==> src/rtl/work_pkg.sv <==
// rtl/work_pkg.sv - shared types and constants for the sprite line scheduler
package work_pkg;

  typedef enum logic [2:0] {
    IDLE,
    CHECK,
    ADDR,
    LOAD,
    NEXT
  } fetch_state_t;

  localparam int SPR_W  = 8;
  localparam int ROM_AW = 6;

endpackage

==> src/rtl/sprite_line_scheduler_if.sv <==
// rtl/sprite_line_scheduler_if.sv - shared sprite ROM bus, scheduler is master
interface sprite_line_scheduler_if;
  import work_pkg::*;

  logic [ROM_AW-1:0] rom_addr;
  logic [SPR_W-1:0]  rom_data;

  modport master (output rom_addr, input rom_data);
  modport slave  (input rom_addr, output rom_data);
endinterface

==> src/rtl/sprite_shifter.sv <==
// rtl/sprite_shifter.sv - per-sprite pending/active row buffer and 8-pixel shifter
module sprite_shifter
  import work_pkg::*;
#(
  parameter int H_ACTIVE = 640
) (
  input  logic             clk,
  input  logic             reset,
  input  logic [9:0]       hpos,
  input  logic             pend_we,
  input  logic [SPR_W-1:0] pend_bits,
  input  logic [9:0]       pend_x,
  output logic             lit
);

  logic [SPR_W-1:0] pend_bits_q, act_bits, sh;
  logic [9:0]       pend_x_q, act_x;
  logic [SPR_W-1:0] cur_bits;
  logic [9:0]       cur_x;
  logic             start;

  // At hpos 0 the transfer is still in flight, so look through to pending
  always_comb begin
    cur_bits = (hpos == 10'd0) ? pend_bits_q : act_bits;
    cur_x    = (hpos == 10'd0) ? pend_x_q    : act_x;
    start    = (hpos == cur_x) && (cur_x < 10'(H_ACTIVE));
    lit      = (hpos < 10'(H_ACTIVE)) && (start ? cur_bits[SPR_W-1] : sh[SPR_W-1]);
  end

  always_ff @(posedge clk) begin
    if (reset) begin
      pend_bits_q <= '0;
      pend_x_q    <= '0;
      act_bits    <= '0;
      act_x       <= '0;
      sh          <= '0;
    end else begin
      if (pend_we) begin
        pend_bits_q <= pend_bits;
        pend_x_q    <= pend_x;
      end
      if (hpos == 10'd0) begin
        act_bits <= pend_bits_q;
        act_x    <= pend_x_q;
      end
      if (start) sh <= cur_bits << 1;
      else       sh <= sh << 1;
    end
  end

endmodule

==> src/rtl/sprite_line_scheduler.sv <==
// rtl/sprite_line_scheduler.sv - fetches next-line sprite rows in blanking and draws them
// Optional collision output under SPRITE_COLLISION_EN.
module sprite_line_scheduler
  import work_pkg::*;
#(
  parameter int NSPR     = 4,
  parameter int SPR_H    = 16,
  parameter int H_ACTIVE = 640,
  parameter int V_TOTAL  = 525
) (
  input  logic                 clk,
  input  logic                 reset,
  input  logic [9:0]           hpos,
  input  logic [9:0]           vpos,
  input  logic [NSPR-1:0][9:0] spr_x,
  input  logic [NSPR-1:0][9:0] spr_y,
  input  logic [NSPR-1:0][1:0] spr_img,
  sprite_line_scheduler_if.master rom,
  output logic                 pix_on,
  output logic [1:0]           pix_id,
  output logic                 busy
`ifdef SPRITE_COLLISION_EN
  ,
  output logic [NSPR-1:0]      collision
`endif
);

  localparam int IW = (NSPR > 1) ? $clog2(NSPR) : 1;

  fetch_state_t      state, state_nx;
  logic [IW-1:0]     idx;
  logic [ROM_AW-1:0] rom_addr_q;
  logic [9:0]        nl, y_cur, row_lin, row_wrap;
  logic              lin_hit, wrap_hit, hit, last;
  logic [3:0]        row_lo;
  logic              pend_we, addr_load;
  logic [SPR_W-1:0]  pend_bits;
  logic [NSPR-1:0]   lit;
  logic [1:0]        win_id;

  // Rows past the bottom of the frame wrap back to the top via V_TOTAL
  always_comb begin
    nl       = (vpos == 10'(V_TOTAL - 1)) ? 10'd0 : vpos + 10'd1;
    y_cur    = spr_y[idx];
    row_lin  = nl - y_cur;
    row_wrap = nl + 10'(V_TOTAL) - y_cur;
    lin_hit  = row_lin < 10'(SPR_H);
    wrap_hit = (nl < y_cur) && (y_cur < 10'(V_TOTAL)) && (row_wrap < 10'(SPR_H));
    hit      = lin_hit || wrap_hit;
    row_lo   = lin_hit ? row_lin[3:0] : row_wrap[3:0];
    last     = (idx == IW'(NSPR - 1));
  end

  always_ff @(posedge clk) begin
    if (reset) state <= IDLE;
    else       state <= state_nx;
  end

  always_comb begin
    state_nx = state;
    case (state)
      IDLE:  if (hpos == 10'(H_ACTIVE)) state_nx = CHECK;
      CHECK: state_nx = hit ? ADDR : NEXT;
      ADDR:  state_nx = LOAD;
      LOAD:  state_nx = last ? IDLE : CHECK;
      NEXT:  state_nx = last ? IDLE : CHECK;
      default: state_nx = IDLE;
    endcase
  end

  // A miss writes a blank row so a stale image never survives a line
  always_comb begin
    busy      = (state != IDLE);
    addr_load = (state == CHECK) && hit;
    pend_we   = ((state == CHECK) && !hit) || (state == LOAD);
    pend_bits = (state == LOAD) ? rom.rom_data : '0;
  end

  always_ff @(posedge clk) begin
    if (reset) begin
      idx        <= '0;
      rom_addr_q <= '0;
    end else begin
      if (state == LOAD || state == NEXT) idx <= last ? '0 : idx + 1'b1;
      if (addr_load) rom_addr_q <= {spr_img[idx], row_lo};
    end
  end

  assign rom.rom_addr = rom_addr_q;

  for (genvar g = 0; g < NSPR; g++) begin : g_spr
    sprite_shifter #(.H_ACTIVE(H_ACTIVE)) u_shifter (
      .clk       (clk),
      .reset     (reset),
      .hpos      (hpos),
      .pend_we   (pend_we && (idx == IW'(g))),
      .pend_bits (pend_bits),
      .pend_x    (spr_x[idx]),
      .lit       (lit[g])
    );
  end

  always_comb begin
    win_id = 2'd0;
    for (int k = NSPR - 1; k >= 0; k--)
      if (lit[k]) win_id = 2'(k);
  end

  always_ff @(posedge clk) begin
    if (reset) begin
      pix_on <= 1'b0;
      pix_id <= 2'd0;
    end else begin
      pix_on <= |lit;
      pix_id <= win_id;
    end
  end

`ifdef SPRITE_COLLISION_EN
  logic [NSPR-1:0] col_now;

  always_comb begin
    col_now = '0;
    for (int k = 0; k < NSPR; k++)
      col_now[k] = lit[k] && |(lit & ~(NSPR'(1) << k));
  end

  always_ff @(posedge clk) begin
    if (reset) collision <= '0;
    else collision <= (((hpos == 10'd0) && (vpos == 10'd0)) ? '0 : collision) | col_now;
  end
`else
  // collision tracking not built
`endif

endmodule

==> src/flat_wrapper.sv <==
// flat-port wrapper written by rule: the top's interface ports become plain ports
module sprite_line_scheduler_flat import work_pkg::*;
#(
  parameter int NSPR     = 4,
  parameter int SPR_H    = 16,
  parameter int H_ACTIVE = 640,
  parameter int V_TOTAL  = 525
)
  (clk, reset, hpos, vpos, spr_x, spr_y, spr_img, pix_on, pix_id, busy, rom_rom_addr, rom_rom_data);
  sprite_line_scheduler_if rom_i ();
  input  logic clk;
  input  logic reset;
  input  logic [9:0] hpos;
  input  logic [9:0] vpos;
  input  logic [NSPR-1:0][9:0] spr_x;
  input  logic [NSPR-1:0][9:0] spr_y;
  input  logic [NSPR-1:0][1:0] spr_img;
  output logic pix_on;
  output logic [1:0] pix_id;
  output logic busy;
  output wire logic [$bits(rom_i.rom_addr)-1:0] rom_rom_addr;
  input wire logic [$bits(rom_i.rom_data)-1:0] rom_rom_data;
  assign rom_rom_addr = rom_i.rom_addr;
  assign rom_i.rom_data = rom_rom_data;
  sprite_line_scheduler #(.NSPR(NSPR), .SPR_H(SPR_H), .H_ACTIVE(H_ACTIVE), .V_TOTAL(V_TOTAL)) u_core (.clk(clk), .reset(reset), .hpos(hpos), .vpos(vpos), .spr_x(spr_x), .spr_y(spr_y), .spr_img(spr_img), .rom(rom_i), .pix_on(pix_on), .pix_id(pix_id), .busy(busy));
endmodule
==> config.mk <==
export PLATFORM = sky130hd
export DESIGN_NAME = sprite_line_scheduler_flat
export DESIGN_NICKNAME = d
export VERILOG_FILES = /design/src/rtl/work_pkg.sv /design/src/rtl/sprite_line_scheduler_if.sv /design/src/rtl/sprite_shifter.sv /design/src/rtl/sprite_line_scheduler.sv /design/src/flat_wrapper.sv
export SDC_FILE = /design/constraint.sdc
export NUM_CORES = 1
export LEC_CHECK = 0
export ABC_CLOCK_PERIOD_IN_PS = 9100
export CELL_PAD_IN_SITES_DETAIL_PLACEMENT = 0
export CELL_PAD_IN_SITES_GLOBAL_PLACEMENT = 1
export CORE_UTILIZATION = 46
export DETAILED_ROUTE_END_ITERATION = 10
export HOLD_SLACK_MARGIN = 0.12
export PLACE_DENSITY_LB_ADDON = 0.1
export SETUP_SLACK_MARGIN = 0.05
export SLEW_MARGIN = 20
export SYNTH_ARGS = -nofsm -noshare
export SYNTH_HDL_FRONTEND = slang
export SYNTH_SLANG_ARGS = --single-unit
==> constraint.sdc <==
create_clock -name clk -period 9.1 [get_ports clk]
set_clock_uncertainty 0.15 [all_clocks]
set_input_delay 2.275 -clock clk [delete_from_list [all_inputs] [get_ports clk]]
set_output_delay 2.275 -clock clk [all_outputs]
set_load 0.02 [all_outputs]
# Yosys cells after proc, flatten, opt, wreduce, memory -nomap -nowiden
# Cells that the tools add are included.
totals:
  register_bits: 190
  latchBits: 0
  ram_bits: 0
  rom_bits: 0
  wordCells: 116
  mem_count: 0
op_classes:
  add_sub_neg: 5
  n_mul: 0
  div: 0
  magnitude_cmp: 10
  eq_ne: 14
  shifts: 0
  n_mux: 33
  bitwise_logic: 0
  n_reduce_logical: 28
ops:
  columns: ["operator", "n"]
  rows:
  - ["$mux W8", 9]
  - ["$mux W10", 7]
  - ["$lt A10 B10 Y1 const B", 6]
  - ["$bmux W10 S2", 2]
  - ["$eq A10 B10 Y1", 4]
  - ["$eq A10 B10 Y1 const B", 2]
  - ["$lt A10 B5 Y1 const B", 2]
  - ["$sub A10 B10 Y10", 2]
  - ["$logic_and A1 B1 Y1", 16]
  - ["$pmux W3 S4", 1]
  - ["$add A10 B1 Y10 const B", 1]
  - ["$add A10 B10 Y10 const B", 1]
  - ["$logic_not A10 Y1", 1]
  - ["$lt A10 B10 Y1", 1]
  - ["$mux W2", 4]
  - ["$eq A3 B2 Y1 const B", 2]
  - ["$mux W1", 6]
  - ["$mux W3", 2]
  - ["$bmux W2 S2", 1]
  - ["$eq A2 B2 Y1 const B", 2]
  - ["$mux W4", 1]
  - ["$reduce_or A2 Y1", 2]
  - ["$reduce_or A4 Y1", 1]
  - ["$eq A3 B1 Y1 const B", 1]
  - ["11 further kinds", 13]

# Longest topological paths before layout
logic_depth:
  ltp_word: 11
  depth_mapped: 19
  depth_no_buf: 17

# Hierarchy
# A second synthesis with hierarchy kept.
hier_totals:
  hier_cells: 1030
  area_unflattened_um2: 10073.4
by_module_without_submodules:
  columns: ["module", "instances", "cells_each", "area_per_inst_um2"]
  rows:
  - ["sprite_shifter", 4, 184, 1868.0]
  - ["sprite_line_scheduler", 1, 294, 2601.2]

# Least setup slack after synthesis
# Ideal clock, no wire load.
synth_path:
  path_kind: "input-to-reg"
  from: "input vpos[0]"
  to: "register u_core.rom_addr_q[2], in the netlist u_core.rom.rom_addr[2]"
  setup_ns: 0.069
  arrival_time_ns: 6.395
  required_time_ns: 8.881
  path_slack_ns: 2.487
  cell_stages: 17
  path_cell_list: "inv_1 ha_1 nand4_1 nor4_4 and2b_2 ha_1 inv_1 ha_1 fa_1 a21o_1 a21oi_1 xnor2_1 nand3_1 or4_4 o32a_2 or4b_1 o21ai_1"
synth_via:
  elab_chain_cells: 8
synth_lines:
  columns: ["element", "line", "rtl"]
  rows:
  - ["from (decl)", "flat_wrapper.sv:14", "input logic [9:0] vpos;"]
  - ["$add A10 B1 Y10 or $eq A10 B10 Y1 (tied branches)", "sprite_line_scheduler.sv:43", "nl = (vpos == 10'(V_TOTAL - 1)) ? 10'd0 : vpos + 10'd1;"]
  - ["$mux W10 (*)", "sprite_line_scheduler.sv:43", null]
  - ["$add A10 B10 Y10", "sprite_line_scheduler.sv:46", "row_wrap = nl + 10'(V_TOTAL) - y_cur;"]
  - ["$sub A10 B10 Y10", "sprite_line_scheduler.sv:46", null]
  - ["$lt A10 B5 Y1", "sprite_line_scheduler.sv:48", "wrap_hit = (nl < y_cur) && (y_cur < 10'(V_TOTAL)) && (row_wrap < 10'(SPR_H));"]
  - ["$logic_and A1 B1 Y1", "sprite_line_scheduler.sv:48", null]
  - ["$logic_or A1 B1 Y1", "sprite_line_scheduler.sv:49", "hit = lin_hit || wrap_hit;"]
  - ["$logic_and A1 B1 Y1", "sprite_line_scheduler.sv:74", "addr_load = (state == CHECK) && hit;"]
  - ["to (signal assigned)", "sprite_line_scheduler.sv:85", "if (addr_load) rom_addr_q <= {spr_img[idx], row_lo};"]
  - ["to (decl)", "sprite_line_scheduler.sv:32", "logic [ROM_AW-1:0] rom_addr_q;"]
# Every way passes the cells marked *; elsewhere a longest branch is shown, timed or not.
# A chain may end at the register's enable or synchronous reset.

# Worst setup path after layout
layout_path:
  from: "input vpos[0]"
  to: "register u_core.g_spr[1].u_shifter.pend_x_q[9]"
layout_via:
  elab_chain_cells: 11
layout_lines:
  columns: ["element", "line", "rtl"]
  rows:
  - ["$add A10 B1 Y10 or $eq A10 B10 Y1 (tied branches)", "sprite_line_scheduler.sv:43", null]
  - ["$mux W10 (*)", "sprite_line_scheduler.sv:43", null]
  - ["$add A10 B10 Y10", "sprite_line_scheduler.sv:46", null]
  - ["$sub A10 B10 Y10", "sprite_line_scheduler.sv:46", null]
  - ["$lt A10 B5 Y1", "sprite_line_scheduler.sv:48", null]
  - ["$logic_and A1 B1 Y1", "sprite_line_scheduler.sv:48", null]
  - ["$logic_or A1 B1 Y1 (*)", "sprite_line_scheduler.sv:49", null]
  - ["$logic_not A1 Y1 (*)", "sprite_line_scheduler.sv:75", "pend_we = ((state == CHECK) && !hit) || (state == LOAD);"]
  - ["$logic_and A1 B1 Y1 (*)", "sprite_line_scheduler.sv:75", null]
  - ["$logic_or A1 B1 Y1 (*)", "sprite_line_scheduler.sv:75", null]
  - ["$logic_and A1 B1 Y1 (*)", "sprite_line_scheduler.sv:96", ".pend_we (pend_we && (idx == IW'(g))),"]
  - ["to (signal assigned)", "sprite_shifter.sv:40", "pend_x_q <= pend_x;"]
  - ["to (decl)", "sprite_shifter.sv:17", "logic [9:0] pend_x_q, act_x;"]
# Marked as above.

==> metrics.txt <==
drt total wl 26.00 mm; global route hottest layer met2; Cell Area, Placed 11010 um^2; Root Buffer Master clkbuf_16; Die Area 21590 um^2; row cnt 52; CP endpoint kind flip-flop; post-synthesis cell type count 82; CP Launch Type input port; largest net degree at the start of global routing 97; Compound-Gate Fraction of Synth Area 16.46%; Final setup viols 0; Avg Synthesized Cell Area 8.972 um^2; grt met3 use 4.720%; main combinational cell family by area after synthesis simple AND/OR/NAND/NOR gates; crit path time final 7.472 ns; Post-Synth XOR/XNOR Area 2.538%; placed insts 1415; post-DP HPWL 19.21 mm; initial antenna violation count 0; met2 global-route usage 39.15%; synthesized area 9663 um^2; clock slew at reported path FFs 0.07 ns; Slew @ Worst Pin 1.113 ns; critical path type input port to flip-flop; Synth Area in Simple Gates 17.75%; Final Instance Area 11600 um^2; layout cells sized above 1 8.071%; RSZ-0062 raised after global routing false; clock power share 41.3%; footprint of the multi-input gates 5390 um^2; worst-case clock buffer depth 2; internal cell power 1.320 mW; status finished clean; #FFs+latches synth 186; critical path peak fanout 17; grt met1 use 34.81%; register area share after synthesis 38.53%; number of synthesized flops with an enable pin 0; Hold Vio Cnt, Final 0; Pins Over Slew Limit 0; post-synthesis adder-cell area fraction 4.739%; post-synthesis mux area share 14.17%; Chip Width 146.9 um; P&R area growth vs syn 20.00%; Peak Freq 0.1338 GHz; Ys Warns 0; relative slew slack 25.83%; CTS tree built; max-cap violations 0; Area contributors post-synth dfxtp_1, mux2i_1, nand2_1; sw frac 24.95%; CTS Hold Bufs 0; Non-Filler Instances 1447; Congestion Overflow GR 0; switching power 0.4390 mW; top_reg_cell synth dfxtp_1; core area 20430 um^2; area leader, netlist dfxtp_1; Hold/Removal Path Class flip-flop to flip-flop; register area 3725 um^2; via-per-instance ratio 5.583; DR DRC count 0; Mapped Cells 1077; post-route ant nets 0; Placer Congestion 0.8457; drt first pass iters 6; # H-tree levels 4; # fillers 1876; IO Pins 128; setup_tns 0 ns; first-pass GRT wire length 41.84 mm; worst vdd ir 0.0001046 V; Pleak 4.558 nW; FFs w/ async S/R, synth 0%; vias in the first global route 7725; Required @ worst endpoint 9.30 ns; DR vias 8079; Comb pwr share 12.4%; register share of total power 46.3%; CTS Buf Count 17; CP arrival 7.67 ns; diode count 0; Tot Pwr 1.759 mW; Final Cycle Share 82.10%; Initial Util 47.30%; Final nets 1315; DIE HEIGHT 146.9 um; Synth Net Count 1228; I/O Buffers 127; Worst Hold Slack 0.3108 ns; top cell type's share of synthesized area 38.53%; Setup Buffers After CTS 0; All-Layer GR Usage 24.81%; Power Dens Cells 151.7 nW/um^2; clock sink count 186; 1st-iter DRT viols 461; WL per Instance 17.97 um; PostCTS Resize Cnt 0; Worst-Skew Late Latency 0.43 ns
power by group through the flow:
stage	registers, mW	clock network, mW	logic, mW
floorplan	0.832	0	0.127
global placement	0.832	0	0.217
detailed placement	0.832	0	0.218
CTS	0.814	0.738	0.219
global route	0.813	0.773	0.239
finish	0.814	0.727	0.219
layout make-up:
| cell class | count | area share [%] |
|---|---|---|
| Clock inverter | 12 | 0.9927 |
| Sequential cell | 186 | 32.12 |
| Multi-Input combinational cell | 761 | 46.48 |
| Inverter | 64 | 2.072 |
| Timing Repair Buffer | 134 | 11.39 |
| Clock buffer | 20 | 4.025 |
| Tap cell | 270 | 2.913 |
per-stage QoR:
step | util [%] | setup slack (ns)
finish | 56.76 | 1.628
global route | 56.76 | 1.305
CTS | 56.76 | 1.632
detailed placement | 53.91 | 1.213
global placement | 53.91 | 1.316
floorplan | - | 2.487
cells in the final DEF, fill, tap and decap left out, types with 9 or more instances in the layout:
cell type,instances
ha_1,27
o21ai_0,33
xor2_1,20
a21oi_1,71
mux2i_1,85
clkdlybuf4s50_1,126
o22ai_1,12
nor3_1,14
inv_1,62
nor2_1,76
a31o_2,12
mux4_2,18
nand3_1,22
nand2_1,159
dfxtp_1,185
o32ai_1,20
and2_1,23
clkbuf_16,17
nor2b_1,12
a21o_1,9
path summary, 6_finish.rpt:
| check | slack (ns) | cells after the start | to | from |
|---|---|---|---|---|
| hold reg to reg | 0.31 | 2 | u_core.g_spr[3].u_shifter.sh[5]$_SDFF_PP0_ | u_core.g_spr[3].u_shifter.sh[4]$_SDFF_PP0_ |
| hold / removal | 0.31 | 2 | u_core.g_spr[3].u_shifter.sh[5]$_SDFF_PP0_ | u_core.g_spr[3].u_shifter.sh[4]$_SDFF_PP0_ |
| setup / recovery | 1.63 | 18 | u_core.g_spr[1].u_shifter.pend_x_q[9]$_SDFFE_PP0P_ | vpos[0] |
| setup reg to reg | 3.69 | 13 | u_core.g_spr[1].u_shifter.pend_x_q[9]$_SDFFE_PP0P_ | u_core.idx[0]$_SDFFE_PP0P_ |
cells in the mapped netlist, drive strengths merged, types with 4 or more instances:
cell,count
o22ai,12
a31oi,4
nor4,9
or3,4
nand2b,9
o21ai,35
mux2i,85
a31o,13
o31ai,5
inv,63
dfxtp,186
nand3,23
mux4,21
clkbuf,41
nor2,76
a211oi,4
a21oi,74
o211ai,7
buf,24
nand2,159
o32ai,23
a21o,9
xor2,20
or4,5
xnor2,8
fa,6
o21a,7
nor3,15
nor2b,12
a2111oi,5
nand4,5
ha,27
and2,23
flip-flops by register name, indices dropped and copies added (netlist names):
register	count
u_core.g_spr.u_shifter.act_x	40
u_core.pix_id	2
u_core.idx	2
u_core.g_spr.u_shifter.pend_x_q	40
u_core.g_spr.u_shifter.act_bits	32
u_core.rom.rom_addr	6
u_core.g_spr.u_shifter.pend_bits_q	32
u_core.g_spr.u_shifter.sh	28
u_core.pix_on	1
u_core.state	3
critical path, cell delays in order:
cell	delay [ns]
clkdlybuf4s50_1	0.48
inv_1	0.11
ha_1	0.15
nand4_1	0.14
nor4_4	0.58
and2b_2	0.33
ha_1	0.30
inv_1	0.04
ha_1	0.20
fa_1	0.41
a21o_1	0.19
a21oi_1	0.23
xnor2_1	0.15
nand3_1	0.09
or4_4	0.53
o32ai_2	0.49
a21o_1	0.71
mux2i_1	0.25
cell families after synthesis:
group,count (synthesis)
xor gates and xnor gates,28
adders and majority gates,33
DFF,186
and+or+nand+nor,358
AOI/OAI and AO/OA,233
buffers and inverters,130
muxes,109
per-layer routing:
metal	wire length (um)	up-vias	part of all wire (%)
met5	0	-	0
met4	361	0	1.4
met3	1487	23	5.7
met2	11800	259	45
met1	12350	3813	47
li1	-	3984	-
(Power assumes the default switching activity.)
